$ cat config.mk
export PLATFORM = sky130hd
export DESIGN_NAME = sram_port_arbiter
export DESIGN_NICKNAME = d
export VERILOG_FILES = /design/src/rtl/sram_port_arbiter.sv
export SDC_FILE = /design/constraint.sdc
export NUM_CORES = 1
export LEC_CHECK = 0
export BUFFER_PORTS_ARGS = -buffer_cell sky130_fd_sc_hd__buf_2
export CORE_AREA = 2 2 124 126
export CTS_CLUSTER_DIAMETER = 200
export CTS_CLUSTER_SIZE = 25
export DETAILED_ROUTE_END_ITERATION = 7
export DIE_AREA = 0 0 126 128
export SLEW_MARGIN = 20
export SYNTH_ARGS = -nofsm -noshare
export SYNTH_HDL_FRONTEND = slang
export SYNTH_SLANG_ARGS = --single-unit
$ cat constraint.sdc
create_clock -name clk -period 3.72 [get_ports clk]
set_clock_uncertainty 0.05 [all_clocks]
set_input_delay 0 -clock clk [delete_from_list [all_inputs] [get_ports clk]]
set_output_delay 0 -clock clk [all_outputs]
set_load 0.005 [all_outputs]
$ cat src/rtl/sram_port_arbiter.sv
// Shares one SRAM-like port between inst_sram and data_sram; an in-order tag FIFO steers responses.
// Optional build macro SRAM_ARB_ROUND_ROBIN_EN replaces fixed data priority with round-robin.
module sram_port_arbiter #(
  parameter int DEPTH = 4,
  parameter int PTR_W = 2
) (
  input  logic             clk,
  input  logic             reset,
  input  logic             inst_sram_req,
  input  logic             inst_sram_wr,
  input  logic [1:0]       inst_sram_size,
  input  logic [3:0]       inst_sram_wstrb,
  input  logic [31:0]      inst_sram_addr,
  input  logic [31:0]      inst_sram_wdata,
  output logic             inst_sram_addr_ok,
  output logic             inst_sram_data_ok,
  output logic [31:0]      inst_sram_rdata,
  input  logic             data_sram_req,
  input  logic             data_sram_wr,
  input  logic [1:0]       data_sram_size,
  input  logic [3:0]       data_sram_wstrb,
  input  logic [31:0]      data_sram_addr,
  input  logic [31:0]      data_sram_wdata,
  output logic             data_sram_addr_ok,
  output logic             data_sram_data_ok,
  output logic [31:0]      data_sram_rdata,
  output logic             mem_req,
  output logic             mem_wr,
  output logic [1:0]       mem_size,
  output logic [3:0]       mem_wstrb,
  output logic [31:0]      mem_addr,
  output logic [31:0]      mem_wdata,
  input  logic             mem_addr_ok,
  input  logic             mem_data_ok,
  input  logic [31:0]      mem_rdata,
  output logic [PTR_W:0]   outstanding,
  output logic             proto_err
);

  localparam logic [PTR_W:0] FULL_CNT = (PTR_W+1)'(DEPTH);

  logic [PTR_W-1:0] wptr;
  logic [PTR_W-1:0] rptr;
  logic [PTR_W:0]   count;
  logic             tag_mem [DEPTH];
  logic             full;
  logic             prio_d;
  logic             gnt_d;
  logic             gnt_i;
  logic             push;
  logic             pop;
  logic             rsp_tag;

  assign full  = (count == FULL_CNT);
  assign gnt_d = data_sram_req & (~inst_sram_req | prio_d);
  assign gnt_i = inst_sram_req & ~gnt_d;

`ifdef SRAM_ARB_ROUND_ROBIN_EN
  logic rr_last;

  // rr_last remembers who won the last committed request so the other side wins next
  always_ff @(posedge clk or posedge reset) begin
    if (reset)
      rr_last <= 1'b0;
    else if (push)
      rr_last <= gnt_d;
  end

  assign prio_d = ~rr_last;
`else
  assign prio_d = 1'b1;
`endif

  // Request side: fields follow the granted master, defaulting to data when idle
  assign mem_req   = (inst_sram_req | data_sram_req) & ~full;
  assign mem_wr    = gnt_i ? inst_sram_wr    : data_sram_wr;
  assign mem_size  = gnt_i ? inst_sram_size  : data_sram_size;
  assign mem_wstrb = gnt_i ? inst_sram_wstrb : data_sram_wstrb;
  assign mem_addr  = gnt_i ? inst_sram_addr  : data_sram_addr;
  assign mem_wdata = gnt_i ? inst_sram_wdata : data_sram_wdata;

  assign inst_sram_addr_ok = gnt_i & mem_addr_ok & ~full;
  assign data_sram_addr_ok = gnt_d & mem_addr_ok & ~full;

  assign push = mem_req & mem_addr_ok;
  assign pop  = mem_data_ok & (count != '0);

  // Response side: the oldest tag decides which requester sees data_ok
  assign rsp_tag           = tag_mem[rptr];
  assign inst_sram_data_ok = pop & ~rsp_tag;
  assign data_sram_data_ok = pop & rsp_tag;
  assign inst_sram_rdata   = mem_rdata;
  assign data_sram_rdata   = mem_rdata;

  assign outstanding = count;

  always_ff @(posedge clk) begin
    if (push)
      tag_mem[wptr] <= gnt_d;
  end

  always_ff @(posedge clk or posedge reset) begin
    if (reset) begin
      wptr      <= '0;
      rptr      <= '0;
      count     <= '0;
      proto_err <= 1'b0;
    end else begin
      if (push)
        wptr <= wptr + 1'b1;
      if (pop)
        rptr <= rptr + 1'b1;
      case ({push, pop})
        2'b10:   count <= count + 1'b1;
        2'b01:   count <= count - 1'b1;
        default: count <= count;
      endcase
      if (mem_data_ok && (count == '0))
        proto_err <= 1'b1;
    end
  end

endmodule

* Yosys cells after proc, flatten, opt, wreduce, memory -nomap -nowiden
Memory sizes are Yosys's and may differ from the RTL's. Cells that the tools add are included.
Operators by class: reductions and logical operators 4, bitwise gates (word level) 14, mux-type cells 8, $add $sub $neg 4, equality and inequality tests 3
Operators by type and width (number):
- 32-bit 2-to-1 mux | 2
- 1-bit AND | 10
- 3-bit case mux with 2 select lines | 1
- 2-bit by 1-bit adder with 2-bit output (second input constant) | 2
- 4-bit 2-to-1 mux | 1
- 3-bit by 1-bit adder with 3-bit output (second input constant) | 1
- 3-bit equality test (second input constant) | 1
- 3-bit zero test | 1
- 1-bit 2-to-1 mux | 3
- 1-bit NOT | 3
- 3-bit nonzero test | 1
- 3-bit by 1-bit subtractor with 3-bit output (second input constant) | 1
- 2-bit by 1-bit equality test with 1-bit output (second input constant) | 1
- 2-bit equality test (second input constant) | 1
- 2-bit 2-to-1 mux | 1
- 2-bit nonzero test | 1
- 1-bit logical AND | 1
- 1-bit OR | 1
Word-level totals: output and inout port bits 144, bits in writable memories 4, memories 1, flip-flop bits (word level) 8, logic and storage cells 38
Memories:
- tag_mem | words 4, bits a word 1, read ports 1, clocked after Yosys merged registers in 0, write ports 1, line 45 | logic tag_mem [DEPTH];

* Longest topological paths before layout
Gate-level depths: netlist (run 1).
depth in word-level cells 6, depth in mapped cells 9, mapped depth without buffers 9

* Worst setup path before layout (run 1)
Ideal clock, no wire load.
path kind register -> register, start point reg count[0], in the netlist outstanding[0], end point reg count[2], in the netlist outstanding[2], arrival time 1817 ps, data required time 3591 ps, clock period less this slack 1946 ps, setup slack 1774 ps, path buffers 0, stages on the path, launching flop included 10, cells stage by stage dfrtp_1 -> nor3b_4 -> nor3b_4 -> inv_1 -> ha_1 -> inv_1 -> fa_1 -> xor2_1 -> nor2_1 -> xor2_1
On the way: cells in the longest elaborated chain, start to end 6, elaborated cells on any way between the ends 12
RTL lines:
- start, declared | line 44 | logic [PTR_W:0] count;
- start signal, assigned | line 114 | 2'b10: count <= count + 1'b1;
- start signal, assigned | line 115 | 2'b01: count <= count - 1'b1;
- start signal, assigned | line 116 | default: count <= count;
- 3-bit equality test | line 54 | assign full = (count == FULL_CNT);
- 1-bit NOT | line 75 | assign mem_req = (inst_sram_req | data_sram_req) & ~full;
- 1-bit AND | line 75
- 1-bit AND | line 85 | assign push = mem_req & mem_addr_ok;
- 2-bit by 1-bit equality test with 1-bit output / 2-bit equality test (equally long branches) | line 113 | case ({push, pop})
- 3-bit case mux with 2 select lines / 2-bit nonzero test (equally long branches)
Parallel ways exist; a longest one is shown, timed or not. A chain may end at the register's enable or synchronous reset.

* Final worst setup path (run 1)
start point in data_sram_req, end point out mem_wstrb[1]
On the way: cells in the longest elaborated chain, start to end 3
RTL lines:
- start, declared | line 18 | input logic data_sram_req,
- 1-bit NOT | line 56 | assign gnt_i = inst_sram_req & ~gnt_d;
- 1-bit AND | line 56
- 4-bit 2-to-1 mux | line 78 | assign mem_wstrb = gnt_i ? inst_sram_wstrb : data_sram_wstrb;
- end, declared | line 30 | output logic [3:0] mem_wstrb,
No other way between the ends.

==> results of run 1 <==
-- power by group through the flow --
stage                     registers (W)  logic, W  clock network, W
final                          0.000244  0.000525          0.000192
after floorplan                0.000240  0.000335                 0
after global placement         0.000243  0.000476                 0
after global routing           0.000253  0.000584          0.000205
after detailed placement       0.000246  0.000482                 0
after CTS                      0.000246  0.000536          0.000196
-- registers in the layout, summed over array words and instances (netlist names) --
signal and count:
outstanding 3, proto_err 1, rptr 2, tag_mem 4, wptr 2
-- layout make-up --
type                            instances  area [um2]
Fill cell                            1638       11600
Timing Repair Buffer                  262        1490
Multi-Input combinational cell        104        1120
Sequential cell                        12         320
Tap cell                              188         235
Clock buffer                            3        75.1
Inverter                                8        30.0
Clock inverter                          1        3.75
-- layer usage --
metal | track usage [%] | vias up | share of wire, %
li1 | - | 988 | -
met1 | 8.47 | 927 | 36
met2 | 14.6 | 188 | 53
met3 | 1.29 | 6 | 10
met4 | 1.23 | 0 | 1.2
met5 | 0 | - | 0
-- cells in the final DEF (no fill, tap or decap), types with 2 or more instances in the layout --
cell type      synthesis  routed
and2_2                 4       4
mux2_2                64      64
dfrtp_1                8       8
nor2_1                 4       4
ha_1                   5       5
dlygate4sd3_1          0      35
xnor2_1                3       3
inv_1                  7       7
mux2_1                 7       7
edfxtp_1               4       4
buf_2                  0     227
clkbuf_16              0       3
xor2_1                 3       3
nor3b_4                2       2
-- synth_stat cells, drive strengths merged --
| cell type | n | area (um2) |
|---|---|---|
| mux4 | 1 | 22.5 |
| xnor2 | 3 | 26.3 |
| nor3b | 3 | 45.1 |
| buf | 72 | 571 |
| nand2 | 1 | 3.75 |
| and3b | 1 | 10.0 |
| dfrtp | 8 | 200 |
| edfxtp | 4 | 120 |
| xor2 | 3 | 26.3 |
| a21o | 1 | 7.51 |
| nand2b | 2 | 12.5 |
| mux2i | 1 | 10.0 |
| and2 | 5 | 36.3 |
| mux2 | 72 | 815 |
| nor3 | 1 | 5.00 |
| ha | 5 | 62.6 |
| nor2 | 4 | 15.0 |
| fa | 1 | 20.0 |
| inv | 8 | 30.0 |
-- logic make-up (layout without fill, tap and decap cells) --
| logic type | after synthesis | count (layout) |
|---|---|---|
| mux | 74 | 74 |
| fa+ha+maj | 6 | 6 |
| flops | 12 | 12 |
| buf+inv | 80 | 274 |
| simple gates | 17 | 17 |
| xor+xnor | 6 | 6 |
| compound gates | 1 | 1 |
-- metrics by stage --
step	setup slack (ps)	hold slack, ps
floorplan	1770	-234
global placement	1700	-84.9
detailed placement	1660	-85.2
CTS	1590	176
global route	1470	207
finish	1610	175
-- final timing paths --
| kind | endpoint | slack [ps] | depth (start not counted) |
|---|---|---|---|
| worst min-delay path | wptr[0] | 180 | 3 |
| max in group asynchronous | wptr[0] | 3180 | 3 |
| worst min register to register | proto_err | 420 | 1 |
| worst max register to register | outstanding[2] | 1660 | 9 |
| min in group asynchronous | proto_err | 200 | 3 |
| worst max-delay path | mem_wstrb[1] | 1610 | 5 |
-- repair_timing --
item,4_1_cts,5_1_grt
hold buffers,35,0
hold endpoints to repair,77,0
gates resized for setup,0,0
-- worst reg2reg max path: stages, from the launching register on --
cell and delay (ps):
dfrtp_1 440, nor3b_4 290, nor3b_4 110, inv_1 70, ha_1 180, inv_1 60
fa_1 370, xor2_1 150, nor2_1 110, xor2_1 150
==> impl_metrics.toml, run 1 <==
[run_status]
run_status = "completed"

[place]
dp_hpwl_mm = 6.01
dp.cells = 539
place_area_um2 = 2850
routabilityCongestion = 0.696
portBuffers = 227

[worst_setup_path]
rr_startpoint = "outstanding[0]"
critPathBufInv = 3
cp_slowest_stage_delay_ps = 770
worst-path-max-fanout = 72
path_delay_family = "buffers and inverters"
required_ps = 3670
start_kind = "input pin"
cp_slowest_cell = "nand2b_4"
critical_path_arrival_ps = 2060
cp-startpoint = "data_sram_req"
crit_type = "in2out"
worstSetupEndpointType = "output port"
path_cells = "dlygate4sd3_1 -> buf_2 -> nand2b_4 -> mux2_2 -> buf_2"
path_common_cell = "buf_2"

[synth]
synth.avg_cell_area_um2 = 10.4
ys_seq_area_share_pct = 15.7
synth-seq-cells = 12
syn_nets = 382
yosys.area_share.simple_pct = 6.26
synth_xor_area_share_pct = 2.58
synth_top_family_by_area = "multiplexers"
yosys_warnings = 0
syn-instance-count = 196
synthAdderAreaFrac_pct = 4.05
synth_compound_area_share_pct = 0.368
synth.distinct_cells = 25
netlist_area_um2 = 2040
synth.area.mux_share_pct = 41.6

[drt]
drtPass1Iterations = 4
vias_per_cell = 3.65
drt-total-wl_mm = 7.45
drt.antenna.violating_nets = 0
drcViolationCount = 0
route.vias.total = 2109
wl_per_cell_um = 12.9
drt_iter0_markers = 68

[layout]
areaGrowthSynthToFinish_pct = 60.7
design_area_um2 = 3280
antenna_cells = 0
fin_cells = 578
finalNetCount = 577
post-route-util_pct = 22.0
layout-drive-gt1-share_pct = 78.2

[floorplanning]
core-area_um2 = 14900
die_area_um2 = 16100
initial_core_util_pct = 13.7
die_y_um = 128
die_w_um = 126
rows = 45
io_pins = 324

[flow_run]
cap_viol_max_count = 0

[sta]
timing.final.crit_share_pct = 56.6
setup_viol = 0
rsz0062_at_grt = "false"
slew_viol_final = 0
fmax_ghz = 0.475
setup_tns_ps = 0
hold_viol = 0
slew_headroom_pct = 35.8
fin_crit_ps = 2110
worst_pin_slew_ps = 963

[power_and_ir_drop]
p_leak_nw = 1.69
power_frac_seq_pct = 25.4
powerDensity_nw_per_um2 = 293
p_comb_share_pct = 54.6
sw_frac_of_total_pct = 33.3
power_switching_w = 0.000320
max-vdd-ir-drop_mv = 0.195
total_power_w = 0.000960
intPower_w = 0.000641
p_clk_share_pct = 19.9

[hold_path]
hp-start = "mem_addr_ok"
hold_path_class = "in2reg"

[clock_network]
root_buffer = "clkbuf_16"
tritoncts = "done"
postCtsSetupBuffers = 0
clock_latency_ps = 230
htreeDepth = 1
clk_path_buf_depth = 2
cts_buffers = 3
clk_pin_slew_worst_paths_ps = 40
clkSinkCount = 12

[grt]
grt_pass1_wl_mm = 9.39
grt_pass1_vias = 1878
grt-ovfl-total = 0
grtUsageTotal_pct = 7.43
antenna_found_initial = 0
grt_max_degree = 73
(Power assumes the default switching activity.)
==> inputs of run 2 (changes only) <==
- CORE_AREA: 2 2 124 126 -> 2 2 127 129
- DIE_AREA: 0 0 126 128 -> 0 0 129 131
- clock period: 3.72 -> 2.2 ns (I/O delays scaled with it)
==> impl_metrics.toml, run 2 (synthesis gave the netlist of run 1 again) <==
[power_and_ir_drop]
powerDensity_nw_per_um2 = 492
p_leak_nw = 1.70
total_power_w = 0.00164
max-vdd-ir-drop_mv = 0.305

[sta]
worst_pin_slew_ps = 388
fmax_ghz = 0.487
slew_viol_final = 0
fin_crit_ps = 2050
hold_viol = 0
timing.final.crit_share_pct = 93.4
setup_tns_ps = 0
setup_viol = 0
slew_headroom_pct = 74.1
rsz0062_at_grt = "false"
holdWs_ps = 170

[clock_network]
clkSinkCount = 12
htreeDepth = 1
clk_pin_slew_worst_paths_ps = 40
clock_latency_ps = 230
root_buffer = "clkbuf_16"
clk_path_buf_depth = 2
tritoncts = "done"
cts_buffers = 3

[grt]
grt_pass1_vias = 1728
grt_max_degree = 50
grt_pass1_wl_mm = 9.23
grt-ovfl-total = 0
grtUsageTotal_pct = 7.48
antenna_found_initial = 2

[worst_setup_path]
crit_type = "reg2reg"
worst-path-max-fanout = 7
required_ps = 2310
start_kind = "register"
critical_path_arrival_ps = 2160
worstSetupEndpointType = "register"

[floorplanning]
initial_core_util_pct = 13.1
rows = 46
io_pins = 324
die_area_um2 = 16900
die_y_um = 131
die_w_um = 129
core-area_um2 = 15600

[layout]
largest_register_ffs = 4
finalNetCount = 579
fin_cells = 609
areaGrowthSynthToFinish_pct = 64.0
mostFrequentLayoutCells = "227 x buf_2, 64 x mux2_2, 35 x dlygate4sd3_1"
final_common_cell = "buf_2"
layout-drive-gt1-share_pct = 78.6
top_register = "tag_mem"

[drt]
drt.antenna.violating_nets = 0
wl_per_cell_um = 13.4
drt-total-wl_mm = 8.17
drcViolationCount = 0
drtPass1Iterations = 4
vias_per_cell = 3.44
route.vias.total = 2097
drt_iter0_markers = 50

[place]
dp_hpwl_mm = 6.88
portBuffers = 227
routabilityCongestion = 0.698
dp.cells = 568

[run_status]
run_status = "completed"

[flow_run]
cap_viol_max_count = 0

[hold_path]
hold_path_class = "in2reg"
==> run 2: worst paths after layout <==
check                            endpoint  slack, ps            from  cells after the start
hold / removal                    wptr[0]        170     mem_addr_ok                      3
max in group asynchronous  outstanding[0]       1610           reset                      3
setup / recovery           outstanding[2]        150  outstanding[0]                      9
hold reg to reg                 proto_err        420       proto_err                      1
min in group asynchronous       proto_err        230           reset                      3
setup reg to reg           outstanding[2]        150  outstanding[0]                      9
==> run 2: per-stage QoR <==
stage               util, %  setup WS [ps]  area (um2)
finish                 21.4            146        3340
global route           21.4           8.43        3340
detailed placement     18.6            124        2900
floorplan                 -            254        2040
global placement       18.6            172        2900
CTS                    21.4            108        3330
==> run 2: where the power goes <==
group | switching [W] | internal [W]
Clock | 0.0000878 | 0.000239
Combinational | 0.000374 | 0.000530
Sequential | 0.0000863 | 0.000327
==> run 2: routing by layer <==
metal	share of wire (%)	up-vias	GRT usage (%)
met5	0	-	0
met4	1.5	0	1.79
met3	9.3	6	1.47
met2	55	187	15.3
met1	34	911	7.70
li1	-	993	-
==> run 2: critical path, cell delays in order (launching register included) <==
cell and delay (ps):
dfrtp_2 440, nor3b_4 280, nor3b_4 110, inv_1 70, ha_1 190, inv_1 70
fa_1 370, xor2_1 150, nor2_1 110, xor2_1 140
==> run 2: area by class of cell <==
class	instances	area, um2
clock buffers	3	75.1
multi-input cells	104	1120
diodes	1	2.50
fillers	1716	12300
well taps	216	270
inverters	8	30.0
repair buffers	264	1510
flip-flops and latches	12	322
clock inverters	1	3.75
==> run 2: timing repair <==
| item | CTS | global route |
|---|---|---|
| endpoints found under the hold margin | 77 | 0 |
| setup endpoints to repair | 0 | 1 |
| gates resized for setup | 0 | 1 |
| hold buffers | 35 | 0 |
| setup buffers | 0 | 1 |
==> inputs of run 3 (changes only) <==
- ABC_AREA: default -> 1
==> impl_metrics.toml, run 3 <==
[layout]
finalNetCount = 756
areaGrowthSynthToFinish_pct = 37.9
final_common_cell = "buf_2"
mostFrequentLayoutCells = "227 x buf_2, 74 x nand3_1, 70 x nand2_4"
layout-drive-gt1-share_pct = 67.0
design_area_um2 = 4200
largest_register_ffs = 4
antenna_cells = 0
top_register = "tag_mem"

[drt]
drt-total-wl_mm = 8.79
route.vias.total = 3006
drt_iter0_markers = 95
wl_per_cell_um = 11.2
vias_per_cell = 3.83
drt.antenna.violating_nets = 0
drtPass1Iterations = 4
drcViolationCount = 0

[synth]
ys.flop_type = "dfrtp_1"
netlist_area_um2 = 3050
synth_edf_count = 4
synth_top_area_share_pct = 25.9
synth_area_leaders = "nand2_4 26%, buf_4 16%, nand2_2 13%"
ys_seq_area_share_pct = 10.5
yosysMostFrequentCell = "nand3_1"
syn-instance-count = 383
yosys_warnings = 0
synth-seq-cells = 12
syn_nets = 569
synth-async-reset-ratio_pct = 66.7
synth.distinct_cells = 28
synth.avg_cell_area_um2 = 7.96
synth_top_area_cell = "nand2_4"
yosys-top-cells-count = "74 x nand3_1, 70 x nand2_4, 65 x buf_4, 63 x nand2_2, 31 x nand2_1"

[sta]
setup_viol = 0
rsz0062_at_grt = "false"
worst_pin_slew_ps = 759
slew_viol_final = 0
setup_tns_ps = 0
timing.final.crit_share_pct = 88.4
slew_headroom_pct = 49.4
fin_crit_ps = 1940
fmax_ghz = 0.514
holdWs_ps = 39.9
hold_viol = 0

[clock_network]
clock_latency_ps = 240
clk_path_buf_depth = 2
postCtsSetupBuffers = 0
tritoncts = "done"
clkSinkCount = 12
clk_pin_slew_worst_paths_ps = 40
cts_buffers = 3
cts_resized = 0
root_buffer = "clkbuf_16"
htreeDepth = 1

[hold_path]
hold_depth = 3
holdPathEnd = "wptr[0]"
hold_path_class = "in2reg"
hp-start = "mem_addr_ok"

[worst_setup_path]
regToRegEndpoint = "outstanding[2]"
cp_slowest_cell = "buf_4"
worst-path-max-fanout = 73
path_delay_family = "buffers and inverters"
critPathBufInv = 5
crit_type = "in2out"
r2r_setup_slack_ps = 300
critical_path_arrival_ps = 1890
required_ps = 2150
cp_slowest_stage_delay_ps = 550
worstSetupEndpointType = "output port"
path_common_cell = "buf_2"
ff2ff_path_depth = 10
start_kind = "input pin"
path_cells = "dlygate4sd3_1 -> buf_2 -> inv_4 -> buf_4 -> nand3_1 -> nand2_2 -> buf_2"
cp-startpoint = "data_sram_req"
rr_startpoint = "outstanding[1]"

[run_status]
run_status = "completed"

[floorplanning]
die_y_um = 131
core-area_um2 = 15600
die_w_um = 129
rows = 46
die_area_um2 = 16900
initial_core_util_pct = 19.5
io_pins = 324

[place]
place_area_um2 = 3770
routabilityCongestion = 0.735
dp_hpwl_mm = 6.78
portBuffers = 227

[grt]
grt_max_degree = 74
grt-ovfl-total = 0
grt_pass1_wl_mm = 12.3
antenna_found_initial = 0
grtUsageTotal_pct = 8.91
grt_pass1_vias = 2703

[power_and_ir_drop]
powerDensity_nw_per_um2 = 441
max-vdd-ir-drop_mv = 0.263
p_leak_nw = 2.31

[flow_run]
cap_viol_max_count = 0
-- run 3: per-stage QoR --
step	power (W)	cells	worst slack [ps]	util, %
after floorplan	0.00115	383	447	-
after global placement	0.00145	746	324	24.2
after detailed placement	0.00146	746	318	24.2
after CTS	0.00188	785	253	27.0
after global routing	0.00203	785	120	27.0
final	0.00185	785	256	27.0
-- run 3: how the worst max path moves through the flow --
stage,slack [ps],depth (start not counted),endpoint
2_1_floorplan,450,10,outstanding[2]
3_3_place_gp,320,10,outstanding[2]
3_5_place_dp,320,10,outstanding[2]
4_1_cts,250,7,mem_addr[8]
5_1_grt,120,7,mem_addr[8]
6_report,260,7,mem_addr[8]
-- run 3: logic make-up (layout without fill, tap and decap cells) --
logic type                 after synthesis  after routing  share of synthesized area (%)
AOI/OAI and AO/OA                        5              5                           1.07
xor gates and xnor gates                 2              2                          0.575
adders and majority gates                6              6                           2.71
buffers and inverters                  107            293                           27.4
DFF                                     12             12                           10.5
and+or+nand+nor                        251            251                           57.8
-- run 3: area by class of cell --
class	instances	area, um2
repair buffers	269	1560
clock buffers	3	75.1
flip-flops and latches	12	320
well taps	216	270
multi-input cells	264	1890
fillers	1736	11400
inverters	20	77.6
clock inverters	1	3.75
-- run 3: tightest hold or removal path: cells and delay by family --
| family | cells | cell delay (ps) |
|---|---|---|
| AND/OR/NAND/NOR | 2 | 150 |
| buffers and inverters | 1 | 140 |
-- run 3: routing by layer --
metal / global-route usage, % / vias up / routed length, um / share of wire, %
met5: 0 / - / 0 / 0
met4: 1.79 / 0 / 68 / 0.77
met3: 0.855 / 7 / 587 / 6.7
met2: 17.5 / 160 / 4740 / 54
met1: 10.5 / 1325 / 3400 / 39
li1: - / 1514 / - / -
-- run 3: what timing repair did --
item,4_1_cts,5_1_grt
endpoints found under the setup margin,0,0
hold buffers,35,0
endpoints found under the hold margin,77,0
-- run 3: power by group --
group | internal [W] | total (W) | switching, W
logic | 0.000517 | 0.00112 | 0.000608
clock network | 0.000239 | 0.000335 | 0.0000958
registers | 0.000312 | 0.000393 | 0.0000811
total | 0.00107 | 0.00185 | 0.000785
